**src/rtl/barrel_ctrl.sv**
```systemverilog
// barrel_ctrl: barrel slot manager for the game.
// Spawns a barrel on each rising edge of is_drop while playing, then rolls and
// drops it from platform to platform until it falls past the bottom row.
// Optional feature macro: BARREL_OVERFLOW_CNT_EN (saturating lost-spawn counter).
module barrel_ctrl #(
  parameter int unsigned NUM_BARRELS = 4,
  parameter int unsigned SPAWN_X     = 159,
  parameter int unsigned SPAWN_Y     = 95,
  parameter int unsigned LEFT_EDGE   = 16,
  parameter int unsigned RIGHT_EDGE  = 600,
  parameter int unsigned FALL_TICKS  = 32,
  parameter int unsigned BOTTOM_Y    = 447
) (
  input  logic                       clk,
  input  logic                       rst,
  input  logic                       start,
  input  logic                       over,
  input  logic                       is_drop,
  input  logic                       move_tick,
  output logic                       state,
  output logic [NUM_BARRELS-1:0]     barrel_valid,
  output logic [NUM_BARRELS-1:0]     barrel_falling,
  output logic [NUM_BARRELS*10-1:0]  barrel_x,
  output logic [NUM_BARRELS*9-1:0]   barrel_y,
  output logic                       spawn_ack,
  output logic [7:0]                 overflow_cnt
);

  localparam int unsigned X_W   = 10;
  localparam int unsigned Y_W   = 9;
  localparam int unsigned CNT_W = $clog2(FALL_TICKS + 1);

  typedef enum logic {
    ST_INITIAL = 1'b0,
    ST_PLAYING = 1'b1
  } game_state_t;

  game_state_t             st_q;
  logic                    drop_q;
  logic                    ack_q;
  logic [NUM_BARRELS-1:0]  valid_q;
  logic [NUM_BARRELS-1:0]  fall_q;
  logic [NUM_BARRELS-1:0]  dir_left_q;
  logic [X_W-1:0]          x_q   [NUM_BARRELS];
  logic [Y_W-1:0]          y_q   [NUM_BARRELS];
  logic [CNT_W-1:0]        cnt_q [NUM_BARRELS];

  logic                    go_initial;
  logic                    spawn_evt;
  logic                    move_en;
  logic                    has_free;
  logic [NUM_BARRELS-1:0]  spawn_hit;

  // Game-level control: over beats start, spawns only on a fresh is_drop edge
  assign go_initial = (st_q == ST_PLAYING) && over;
  assign spawn_evt  = (st_q == ST_PLAYING) && !over && is_drop && !drop_q;
  assign move_en    = (st_q == ST_PLAYING) && !over && move_tick;

  // Lowest-index slot free at the start of the cycle (a retiring slot is still busy)
  always_comb begin
    spawn_hit = '0;
    has_free  = 1'b0;
    for (int i = 0; i < NUM_BARRELS; i++) begin
      if (!valid_q[i] && !has_free) begin
        spawn_hit[i] = 1'b1;
        has_free     = 1'b1;
      end
    end
  end

  // Game FSM, is_drop edge register and spawn acknowledge pulse
  always_ff @(posedge clk or posedge rst) begin
    if (rst) begin
      st_q   <= ST_INITIAL;
      drop_q <= 1'b0;
      ack_q  <= 1'b0;
    end else begin
      drop_q <= is_drop;
      ack_q  <= spawn_evt && has_free;
      case (st_q)
        ST_INITIAL: if (start) st_q <= ST_PLAYING;
        ST_PLAYING: if (over)  st_q <= ST_INITIAL;
        default:               st_q <= ST_INITIAL;
      endcase
    end
  end

  // Per-slot barrel state: clear, spawn, roll, fall, retire
  always_ff @(posedge clk or posedge rst) begin
    if (rst) begin
      valid_q    <= '0;
      fall_q     <= '0;
      dir_left_q <= '0;
      for (int i = 0; i < NUM_BARRELS; i++) begin
        x_q[i]   <= '0;
        y_q[i]   <= '0;
        cnt_q[i] <= '0;
      end
    end else begin
      for (int i = 0; i < NUM_BARRELS; i++) begin
        if (go_initial) begin
          valid_q[i]    <= 1'b0;
          fall_q[i]     <= 1'b0;
          dir_left_q[i] <= 1'b0;
          x_q[i]        <= '0;
          y_q[i]        <= '0;
          cnt_q[i]      <= '0;
        end else if (spawn_evt && spawn_hit[i]) begin
          valid_q[i]    <= 1'b1;
          fall_q[i]     <= 1'b0;
          dir_left_q[i] <= 1'b0;
          x_q[i]        <= X_W'(SPAWN_X);
          y_q[i]        <= Y_W'(SPAWN_Y);
          cnt_q[i]      <= '0;
        end else if (valid_q[i] && move_en) begin
          if (!fall_q[i]) begin
            // Roll; reaching an edge starts a fall without moving x
            if (!dir_left_q[i]) begin
              if (x_q[i] >= X_W'(RIGHT_EDGE)) fall_q[i] <= 1'b1;
              else                            x_q[i]    <= x_q[i] + X_W'(1);
            end else begin
              if (x_q[i] <= X_W'(LEFT_EDGE))  fall_q[i] <= 1'b1;
              else                            x_q[i]    <= x_q[i] - X_W'(1);
            end
          end else if (cnt_q[i] == CNT_W'(FALL_TICKS - 1)) begin
            // Last fall tick: retire below the bottom row, else roll back the other way
            cnt_q[i]  <= '0;
            fall_q[i] <= 1'b0;
            if (y_q[i] >= Y_W'(BOTTOM_Y - 2)) begin
              valid_q[i]    <= 1'b0;
              dir_left_q[i] <= 1'b0;
              x_q[i]        <= '0;
              y_q[i]        <= '0;
            end else begin
              y_q[i]        <= y_q[i] + Y_W'(2);
              dir_left_q[i] <= ~dir_left_q[i];
            end
          end else begin
            y_q[i]   <= y_q[i] + Y_W'(2);
            cnt_q[i] <= cnt_q[i] + CNT_W'(1);
          end
        end
      end
    end
  end

`ifdef BARREL_OVERFLOW_CNT_EN
  logic [7:0] ovf_q;

  // Saturating count of spawns lost to a full slot table
  always_ff @(posedge clk or posedge rst) begin
    if (rst)                                       ovf_q <= '0;
    else if (go_initial)                           ovf_q <= '0;
    else if (spawn_evt && !has_free && ovf_q != 8'hFF) ovf_q <= ovf_q + 8'd1;
  end

  assign overflow_cnt = ovf_q;
`else
  assign overflow_cnt = 8'd0;
`endif

  // Flatten slot registers onto the output buses
  always_comb begin
    barrel_x = '0;
    barrel_y = '0;
    for (int i = 0; i < NUM_BARRELS; i++) begin
      barrel_x[i*X_W +: X_W] = x_q[i];
      barrel_y[i*Y_W +: Y_W] = y_q[i];
    end
  end

  assign state          = st_q;
  assign barrel_valid   = valid_q;
  assign barrel_falling = fall_q;
  assign spawn_ack      = ack_q;

endmodule

```
**config.mk**
```make
export PLATFORM = sky130hd
export DESIGN_NAME = barrel_ctrl
export DESIGN_NICKNAME = d
export VERILOG_FILES = /design/src/rtl/barrel_ctrl.sv
export SDC_FILE = /design/constraint.sdc
export NUM_CORES = 1
export LEC_CHECK = 0
export ABC_AREA = 1
export CORE_MARGIN = 1.5
export CORE_UTILIZATION = 35
export CTS_BUF_LIST = sky130_fd_sc_hd__clkbuf_8 sky130_fd_sc_hd__clkbuf_16
export DETAILED_ROUTE_END_ITERATION = 6
export MAX_ROUTING_LAYER = met4
export SLEW_MARGIN = 15
export SYNTH_ARGS = -nofsm -noshare
export SYNTH_HDL_FRONTEND = slang
export SYNTH_SLANG_ARGS = --single-unit
```
**constraint.sdc**
```tcl
create_clock -name clk -period 5.6 [get_ports clk]
set_input_delay 0.56 -clock clk [delete_from_list [all_inputs] [get_ports clk]]
set_output_delay 0.56 -clock clk [all_outputs]
set_load 0.02 [all_outputs]
```
* Yosys cells after proc, flatten, opt, wreduce, memory -nomap -nowiden *
Index checks and enable logic that the tools add are counted.

word-level totals
  flip-flop bits (word level) = 115
  bits of input ports = 6
  output and inout port bits = 94
  logic and storage cells = 306

operators by class
  add/subtract/negate cells = 16
  magnitude comparators = 12
  eq/ne operators = 20
  multiplexer cells = 170
  bitwise operators = 5
  reductions and logical operators = 56

operators by type and width
  operator                                                                           count
  10-bit two-way mux                                                                 36
  9-bit two-way mux                                                                  24
  6-bit two-way mux                                                                  20
  1-bit two-way mux                                                                  89
  3-bit nonzero test                                                                 16
  10-bit by 1-bit adder with 10-bit output, second input constant                    4
  10-bit >= comparator, second input constant                                        4
  10-bit by 5-bit less-or-equal comparator with 1-bit output, second input constant  4
  5-bit != test, second input constant                                               8
  10-bit by 1-bit subtractor with 10-bit output, second input constant               4
  9-bit by 2-bit adder with 9-bit output, second input constant                      4
  9-bit >= comparator, second input constant                                         4
  4-bit by 1-bit != test with 1-bit output, second input constant                    8
  6-bit by 1-bit adder with 6-bit output, second input constant                      4
  6-bit by 5-bit == test with 1-bit output, second input constant                    4
  5-bit AND reduction                                                                4
  1-bit logical AND                                                                  17
  4-bit AND reduction                                                                4
  3-bit AND reduction                                                                4
  2-bit AND reduction                                                                4
  1-bit logical NOT                                                                  7
  1-bit NOT                                                                          5
  1-bit case mux with 2 select lines                                                 1

* Logic depth before layout (Yosys ltp) *
Gate-level depths: netlist of the first run.

  depth in word-level cells = 12
  depth in mapped cells = 13
  gate-level depth less buffers = 12

* Worst setup path after synthesis of the first run *
No wires, ideal clock.

  kind = reg2reg
  from = reg x_q, in the netlist barrel_x[30]
  to = reg x_q, in the netlist barrel_x[36]
  setup time = 0.065 ns
  arrival time = 1.746 ns
  required time = 5.535 ns
  setup slack = 3.789 ns
  stages on the path, launching flop included = 11
  period minus slack after synthesis = 1.811 ns
  cells stage by stage = dfrtp_1 -> inv_1 -> fa_1 -> nand3b_1 -> nand2_1 -> nand2_1 -> o21bai_1 -> nor2_1 -> nor2_1 -> nand2_1 -> nand2_1

on the way
  word-level cells in the longest chain between the ends = 7
  elaborated cells on any way between the ends = 14
  those cells by class = add/sub: 2; order compare: 2; eq/ne: 2; mux: 7; reduce/logical: 1

RTL lines
  item                                                                                                       line      RTL
  from (decl)                                                                                                44        logic [X_W-1:0] x_q [NUM_BARRELS];
  from (signal, indexed assignment)                                                                          112       x_q[i] <= X_W'(SPAWN_X);
  from (signal, indexed assignment)                                                                          120       else x_q[i] <= x_q[i] + X_W'(1);
  from (signal, indexed assignment)                                                                          123       else x_q[i] <= x_q[i] - X_W'(1);
  10-bit by 1-bit adder with 10-bit output or 10-bit by 1-bit subtractor with 10-bit output (tied branches)  120, 123
  10-bit two-way mux (on tied branches)                                                                      119, 122
  10-bit two-way mux                                                                                         118       if (!dir_left_q[i]) begin
  10-bit two-way mux                                                                                         116       if (!fall_q[i]) begin
  10-bit two-way mux                                                                                         115       end else if (valid_q[i] && move_en) begin
  10-bit two-way mux                                                                                         108       end else if (spawn_evt && spawn_hit[i]) begin
  10-bit two-way mux                                                                                         101       if (go_initial) begin

Parallel ways exist; a longest one is shown, timed or not. The select of a mux whose other input is x is not followed.
A chain may end at the register's enable or synchronous reset.

* Final worst setup path of the first run *
  from = in over
  to = reg x_q, in the netlist barrel_x[15]

on the way
  word-level cells in the longest chain between the ends = 7
  elaborated cells on any way between the ends = 16
  those cells by class = eq/ne: 4; mux: 2; reduce/logical: 10

RTL lines
  item                                                                 line    RTL
  from (decl)                                                          17      input logic over,
  1-bit logical NOT                                                    56, 57
  1-bit logical AND                                                    56, 57
  1-bit logical AND (2 in series)                                      56      assign spawn_evt = (st_q == ST_PLAYING) && !over && is_drop && !drop_q;
  1-bit logical AND                                                    108
  5-bit != test (no line), or another cell as far along                n/a
  5-bit AND reduction (no line) or 10-bit two-way mux (tied branches)  n/a

Parallel ways exist; a longest one is shown, timed or not.

==> results.md, run 1 <==
- Setup Fix Bufs, Post-CTS: 0
- Per-cell routed wire length: about 13 um
- R2r endpoint: barrel_x[15]
- Layout cells sized above 1: under 10%
- Largest family of logic cells by synthesized area: simple AND/OR/NAND/NOR gates
- Setup crit start kind: input port
- RSZ-0062 raised after global routing: false
- Pin count of the biggest net entering global routing: just under 70
- Status: finished clean
- Setup CP Type: in -> reg
- Fraction of the yosys area taken by sequential cells: 34.0%
- Crit path max fanout: 16
- Root buf cell: clkbuf_16
- Yosys cell types: between 40 and 50
- Synth Area in XOR/XNOR: 2.36%
- Syn Std Cell Area: approximately 0.0082 mm^2
- Mapped Cells: 1,178
- IO Count: 100
- Hold violation count in the final report: 0
- Ys flop type: dfrtp_1
- Async set-reset flop share out of synthesis: 100%
- Synth area leader: dfrtp_1
- CP endpoint kind: flop
- Area after DPL: approximately 0.0093 mm^2
- Reg clk slew, reported paths: approximately 0.080 ns
- Drt total wl: about 21,000 um
- TNS Setup: 0 ns
- Met3 routed WL: roughly 720 um
- Vert. Die Dim: between 150 and 200 um
- WHS Path Cells: 2
- Final setup vio count: 0
- Max_cap viols: 0
- Non-Filler Cell Area, Final: just under 0.01 mm^2
- FMAX: roughly 390 MHz
- PortBufs: just over 90
- Critical path arrival: roughly 2.8 ns
- Hold wc startpoint: barrel_x[39]
- M1 WL: roughly 10,000 um
- Share of the synthesized area in the top cell type: about a third
- Worst hold path class: reg -> reg
- CTS Hold Bufs: 0
- Slew Limit Fails: 0
- Worst Tran Pin Value: 0.848 ns
- Final hold slack: approximately 0.5 ns
- Final period util: a little under half
- Max Used Layer: met4
- Worst skew pair latency: between 0.3 and 0.4 ns
- Power Density: roughly 560 mW/mm^2
- LEAKAGE: just under 0.005 uW
- Synthesized flop and latch total: between 100 and 150
- Initial Util: between 30% and 40%
- Post_cts resized: 0
- Max VDD drop: about 0.00024 V
- Core Util, Final: a little over two fifths
- Synthesized-area fraction occupied by and/or/nand/nor cells: a little over a third
- CTS sink count: roughly 110
- Gr usage total: 18.1%
- Synth Area in Compound Gates: 10.9%
- Mapped Avg Cell Area: between 6 and 7 um^2
- Critical path required time: roughly 5.8 ns
- First-pass GRT wire length: around 34,000 um
- DR WL met2: 9670 um
- FILL cells: 2,361
- Reg2Reg Depth: 10
- CTS Buf Count: 9
- Die area: 0.0242 mm^2
- Yosys warning count: 0
- Antenna violations before repair: 0
- Ant diodes: 0
- Synth area leaders: dfrtp_1, nand2_1, ha_1, inv_1, nand3_1
- Rows: 55
- Number of global-route vias before repair: approximately 6,900
- Drc violations: 0
- Post-synth EDFFs: 0
- GP Congestion: ~0.91
- Gr ovfl total: 0
- Reg2reg start: state
- FF-to-FF setup slack: 3.36 ns
- Mux contribution to synthesized area: 0%
- # H-tree levels: 3
- Via density: approximately 4.8
- Tmin final: ~2.6 ns
- Max clock buf depth: 2
- Area Growth Syn to Fin: 18.0%
- Core ar.: between 0.02 and 0.025 mm^2
- Post-route ant nets: 0
- Hold EP: barrel_x[39]
- Placed Cells: ~1,600
- Hpwl dp: 15,700 um
- Non-Filler Instances: 1,582
- Die X: ~160 um
- Post-Synth Adder-Cell Area: between 7 and 8%
- CTS tree: done
- Final net count: ~1,300
- Drt pass-1 iters: 5
- Worst Clk Skew: between 0.008 and 0.009 ns
- Vias post-DR: between 7,000 and 8,000
- 1st-iter DRT viols: ~370
- Worst slew margin: between 40% and 50%
==> how the worst max path moves through the flow <==
stage | end | start | slack, ns
floorplan | barrel_falling[0] | rst | 2.11
global placement | barrel_x[15] | over | 2.70
detailed placement | barrel_x[15] | over | 2.61
CTS | barrel_x[15] | over | 3.00
global route | barrel_x[17] | is_drop | 2.86
finish | barrel_x[15] | over | 3.03
==> cells in the final DEF, fill, tap and decap left out, drive strengths merged, types with 2 or more instances in the layout <==
cell type / n
and2: 2
clkinv: 2
o21ai: 77
xnor2: 5
bufinv: 2
or2: 8
nor3b: 3
nand2: 377
nand3: 104
nand4: 20
a31oi: 5
a21boi: 2
nor2: 136
conb: 8
nand3b: 2
xor2: 17
dfrtp: 111
fa: 4
o21bai: 7
a21o: 3
a21oi: 54
a31o: 2
clkinvlp: 2
ha: 44
clkbuf: 9
inv: 150
clkdlybuf4s50: 91
nor3: 11
o21a: 2
o22ai: 4
==> registers in the layout, indices dropped and copies added, names as in the netlist <==
signal,count
barrel_x,40
barrel_y,35
cnt_q,24
barrel_falling,4
dir_left_q,4
barrel_valid,1
drop_q,1
spawn_ack,1
state,1
==> layer usage <==
metal	vias up	track usage, %
met5	-	-
met4	0	3.36
met3	8	2.78
met2	152	29.3
met1	3463	24.2
li1	3951	-
==> cell type report <==
| type | instances | area [um^2] | area share [%] |
|---|---|---|---|
| Inverter | 149 | 564 | 5.86 |
| Multi-Input combinational cell | 901 | 4660 | 48.4 |
| Tap cell | 313 | 392 | 4.07 |
| Timing Repair Buffer | 92 | 918 | 9.54 |
| Sequential cell | 111 | 2780 | 28.8 |
| Clock buffer | 9 | 225 | 2.34 |
| Clock inverter | 7 | 88.8 | 0.923 |
==> Yosys cell counts (2+ instances only) <==
library cell and number:
nand2_4 7, buf_2 4, inv_1 145, o21a_1 2, o22ai_1 4, nor3b_1 3
nor2_1 121, ha_1 44, and2_1 2, nand4_1 20, nand2_1 363, fa_1 4
nor3_1 11, nor2_2 9, nor2_4 6, buf_4 14, o21ai_0 66, nand3_2 7
nand3_1 96, o21ai_1 6, o21bai_1 7, a21o_1 3, xor2_1 17, or2_2 7
nand3b_1 2, nand2_2 7, xnor2_1 5, a31o_2 2, a31oi_1 5, inv_2 3
o21ai_2 5, a21oi_1 54, dfrtp_1 111, buf_6 5
==> per-stage QoR <==
| stage | total power (uW) | worst slack, ns |
|---|---|---|
| 6_report | 5360 | 3.03 |
| 5_1_grt | 5890 | 2.86 |
| 4_1_cts | 5400 | 3.00 |
| 3_5_place_dp | 4660 | 2.61 |
| 3_3_place_gp | 4640 | 2.70 |
| 2_1_floorplan | 3670 | 2.11 |
==> power breakdown <==
| group | leakage, uW | internal (uW) | switching (uW) |
|---|---|---|---|
| Combinational | 0.00336 | 1240 | 1850 |
| Clock | 0.000153 | 390 | 308 |
| Sequential | 0.00144 | 1110 | 463 |
| Total | 0.00495 | 2740 | 2620 |
==> logic make-up after synthesis <==
logic type / after synthesis
fa+ha+maj: 48
xor+xnor: 22
flops: 111
other cells: 1
compound gates: 159
simple gates: 664
buf+inv: 173
==> worst max-delay path: stages <==
cell,delay (ns)
clkdlybuf4s50_1,0.55
nand2_4,0.32
inv_4,0.14
nor2_2,0.19
nand2_2,0.13
nand2_2,0.29
nand2_1,0.11
nand2_2,0.22
inv_1,0.14
nand2_1,0.09
o21ai_0,0.07
Note: power is estimated with default switching activity, not from simulation.
==> inputs of run 2 (changes only) <==
==> constraint.sdc (replaced) <==
create_clock -name clk -period 2.42 [get_ports clk]
set_input_delay 0.242 -clock clk [delete_from_list [all_inputs] [get_ports clk]]
set_output_delay 0.242 -clock clk [all_outputs]
set_load 0.02 [all_outputs]
==> results.md, run 2 (synthesis results as in run 1) <==
- Switching Fraction: between 40% and 50%
- Final setup vio count: 0
- Setup crit start kind: flop
- Buf/Inv on CP: 1
- Max incr delay on CP: 0.38 ns
- CTS sink count: between 100 and 150
- Sequential Power Share: between 20 and 30%
- CTS Hold Bufs: 0
- Final period util: between 80 and 90%
- Die area: 0.0242 mm^2
- Drc violations: 0
- CTS Buf Count: 9
- Power Density: ~1300 mW/mm^2
- Max VDD drop: about 0.00050 V
- Area Growth Syn to Fin: 19.7%
- P_sw: between 6000 and 7000 uW
- # H-tree levels: 3
- Area after DPL: roughly 0.0095 mm^2
- Number of global-route vias before repair: between 7,000 and 8,000
- CP endpoint kind: flop
- Critical path arrival: about 2.4 ns
- Initial Util: between 30% and 40%
- Non-Filler Cell Area, Final: between 0.009 and 0.01 mm^2
- Status: finished clean
- Slew Limit Fails: 0
- Placed Cells: about 1,600
- Slowest CP cell: dfrtp_1
- Met3 global-route usage: 2.42%
- Hpwl dp: about 16,000 um
- Max clock buf depth: 2
- Gr ovfl total: 0
- Rows: 55
- Crit path max fanout: 7
- Drt pass-1 iters: 5
- Critical path required time: 2.73 ns
- Max reg flops: 40
- Clk pwr share: about an eighth
- Gr busiest metal: met2
- Worst Tran Pin Value: 0.654 ns
- IO Count: 100
- Commonest non-fill, non-tap cells in the layout: nand2_1, inv_1, nor2_1
- Delay-heaviest family, CP: simple AND/OR/NAND/NOR gates
- M1 GR Usage: 25.3%
- Critical path depth in cells: 10
- Reg clk slew, reported paths: around 0.08 ns
- Vert. Die Dim: 156 um
- Tmin final: between 2 and 2.5 ns
- Routing usage on met2: between 20% and 30%
- Die X: roughly 160 um
- CTS tree: done
- Non-Filler Instances: about 1,600
- GP Congestion: slightly below 0.9
- FILL cells: 2,365
- Worst hold path class: in -> async
- RSZ-0062 raised after global routing: false
- Cell mode on critical path: nand2_1
- Root buf cell: clkbuf_16
- Setup CP Type: reg -> reg
- Max_cap viols: 0
- Worst slew margin: 56.3%
- LEAKAGE: roughly 0.005 uW
- Vias post-DR: between 7,000 and 8,000
- Post_cts resized: 0
- Gate power share: 58.2%
- Hold violation count in the final report: 0
- Final net count: ~1,300
- Worst Clk Skew: ~0.0094 ns
- Antenna violations before repair: 1
- Layout cells sized above 1: between 7 and 8%
- FMAX: 479 MHz
- 1st-iter DRT viols: around 450
- PortBufs: a little over 90
- Pint: around 6200 uW
- CP Cell Sequence: ha_1 > nand3_1 > nor3_1 > nand3_1 > nand2_1 > nand2_2 > buf_4 > nor2_4 > nand2_1 > nand2_1
- Worst skew pair latency: 0.37 ns
- Commonest non-fill, non-tap cell in the layout: nand2_1
- Drt total wl: between 20,000 and 25,000 um
- Setup Fix Bufs, Post-CTS: 0
- Post-route ant nets: 0
- Per-cell routed wire length: between 10 and 15 um
- Via density: between 4 and 5
- First-pass GRT wire length: around 35,000 um
- Pin count of the biggest net entering global routing: 47
- Reg2Reg Depth: 10
- Core ar.: between 0.02 and 0.025 mm^2
- Gr usage total: a little under a fifth
- TNS Setup: 0 ns
run 2: changes by cell type in the layout (fill, tap and decap cells not counted), sizes merged:
cell      before  now
clkinv         2    0
inv          150  155
clkinvlp       2    1
bufinv         2    0
diode          0    1
buf            1   19
run 2: final timing paths:
kind	start	end	slack, ns
worst max register to register	cnt_q[12]	barrel_x[19]	0.33
worst min register to register	barrel_x[39]	barrel_x[39]	0.51
min in group clk	is_drop	drop_q	0.38
max in group asynchronous	rst	barrel_y[10]	1.46
worst min-delay path	rst	barrel_x[4]	0.31
worst max-delay path	cnt_q[12]	barrel_x[19]	0.33
run 2: power groups by stage:
stage	Sequential [uW]	Combinational, uW	Clock [uW]
floorplan	3960	4550	0
global placement	3640	7090	0
detailed placement	3630	7160	0
CTS	3610	7190	1610
global route	3750	8120	1670
finish	3610	7170	1540
run 2: layout make-up:
class | instances | area, um^2 | share of cell area, %
inverters | 149 | 566 | 5.79
diodes | 1 | 2.50 | 0.0256
clock buffers | 9 | 225 | 2.30
flip-flops and latches | 111 | 2780 | 28.4
well taps | 313 | 392 | 4.01
repair buffers | 110 | 1080 | 11.0
clock inverters | 7 | 68.8 | 0.704
multi-input cells | 901 | 4660 | 47.7
run 2: metal layers:
layer	up-vias	part of all wire (%)
li1	3987	-
met1	3482	50
met2	116	46
met3	14	3.1
met4	0	1.0
met5	-	0
run 2: through the flow:
step,util [%],hold WS [ns],total power [uW],setup slack (ns)
2_1_floorplan,-,0.273,8500,0.609
3_3_place_gp,41.6,0.485,10700,0.142
3_5_place_dp,41.6,0.493,10800,0.125
4_1_cts,42.9,0.321,12400,0.336
5_1_grt,42.9,0.360,13500,0.137
6_report,42.9,0.308,12300,0.331
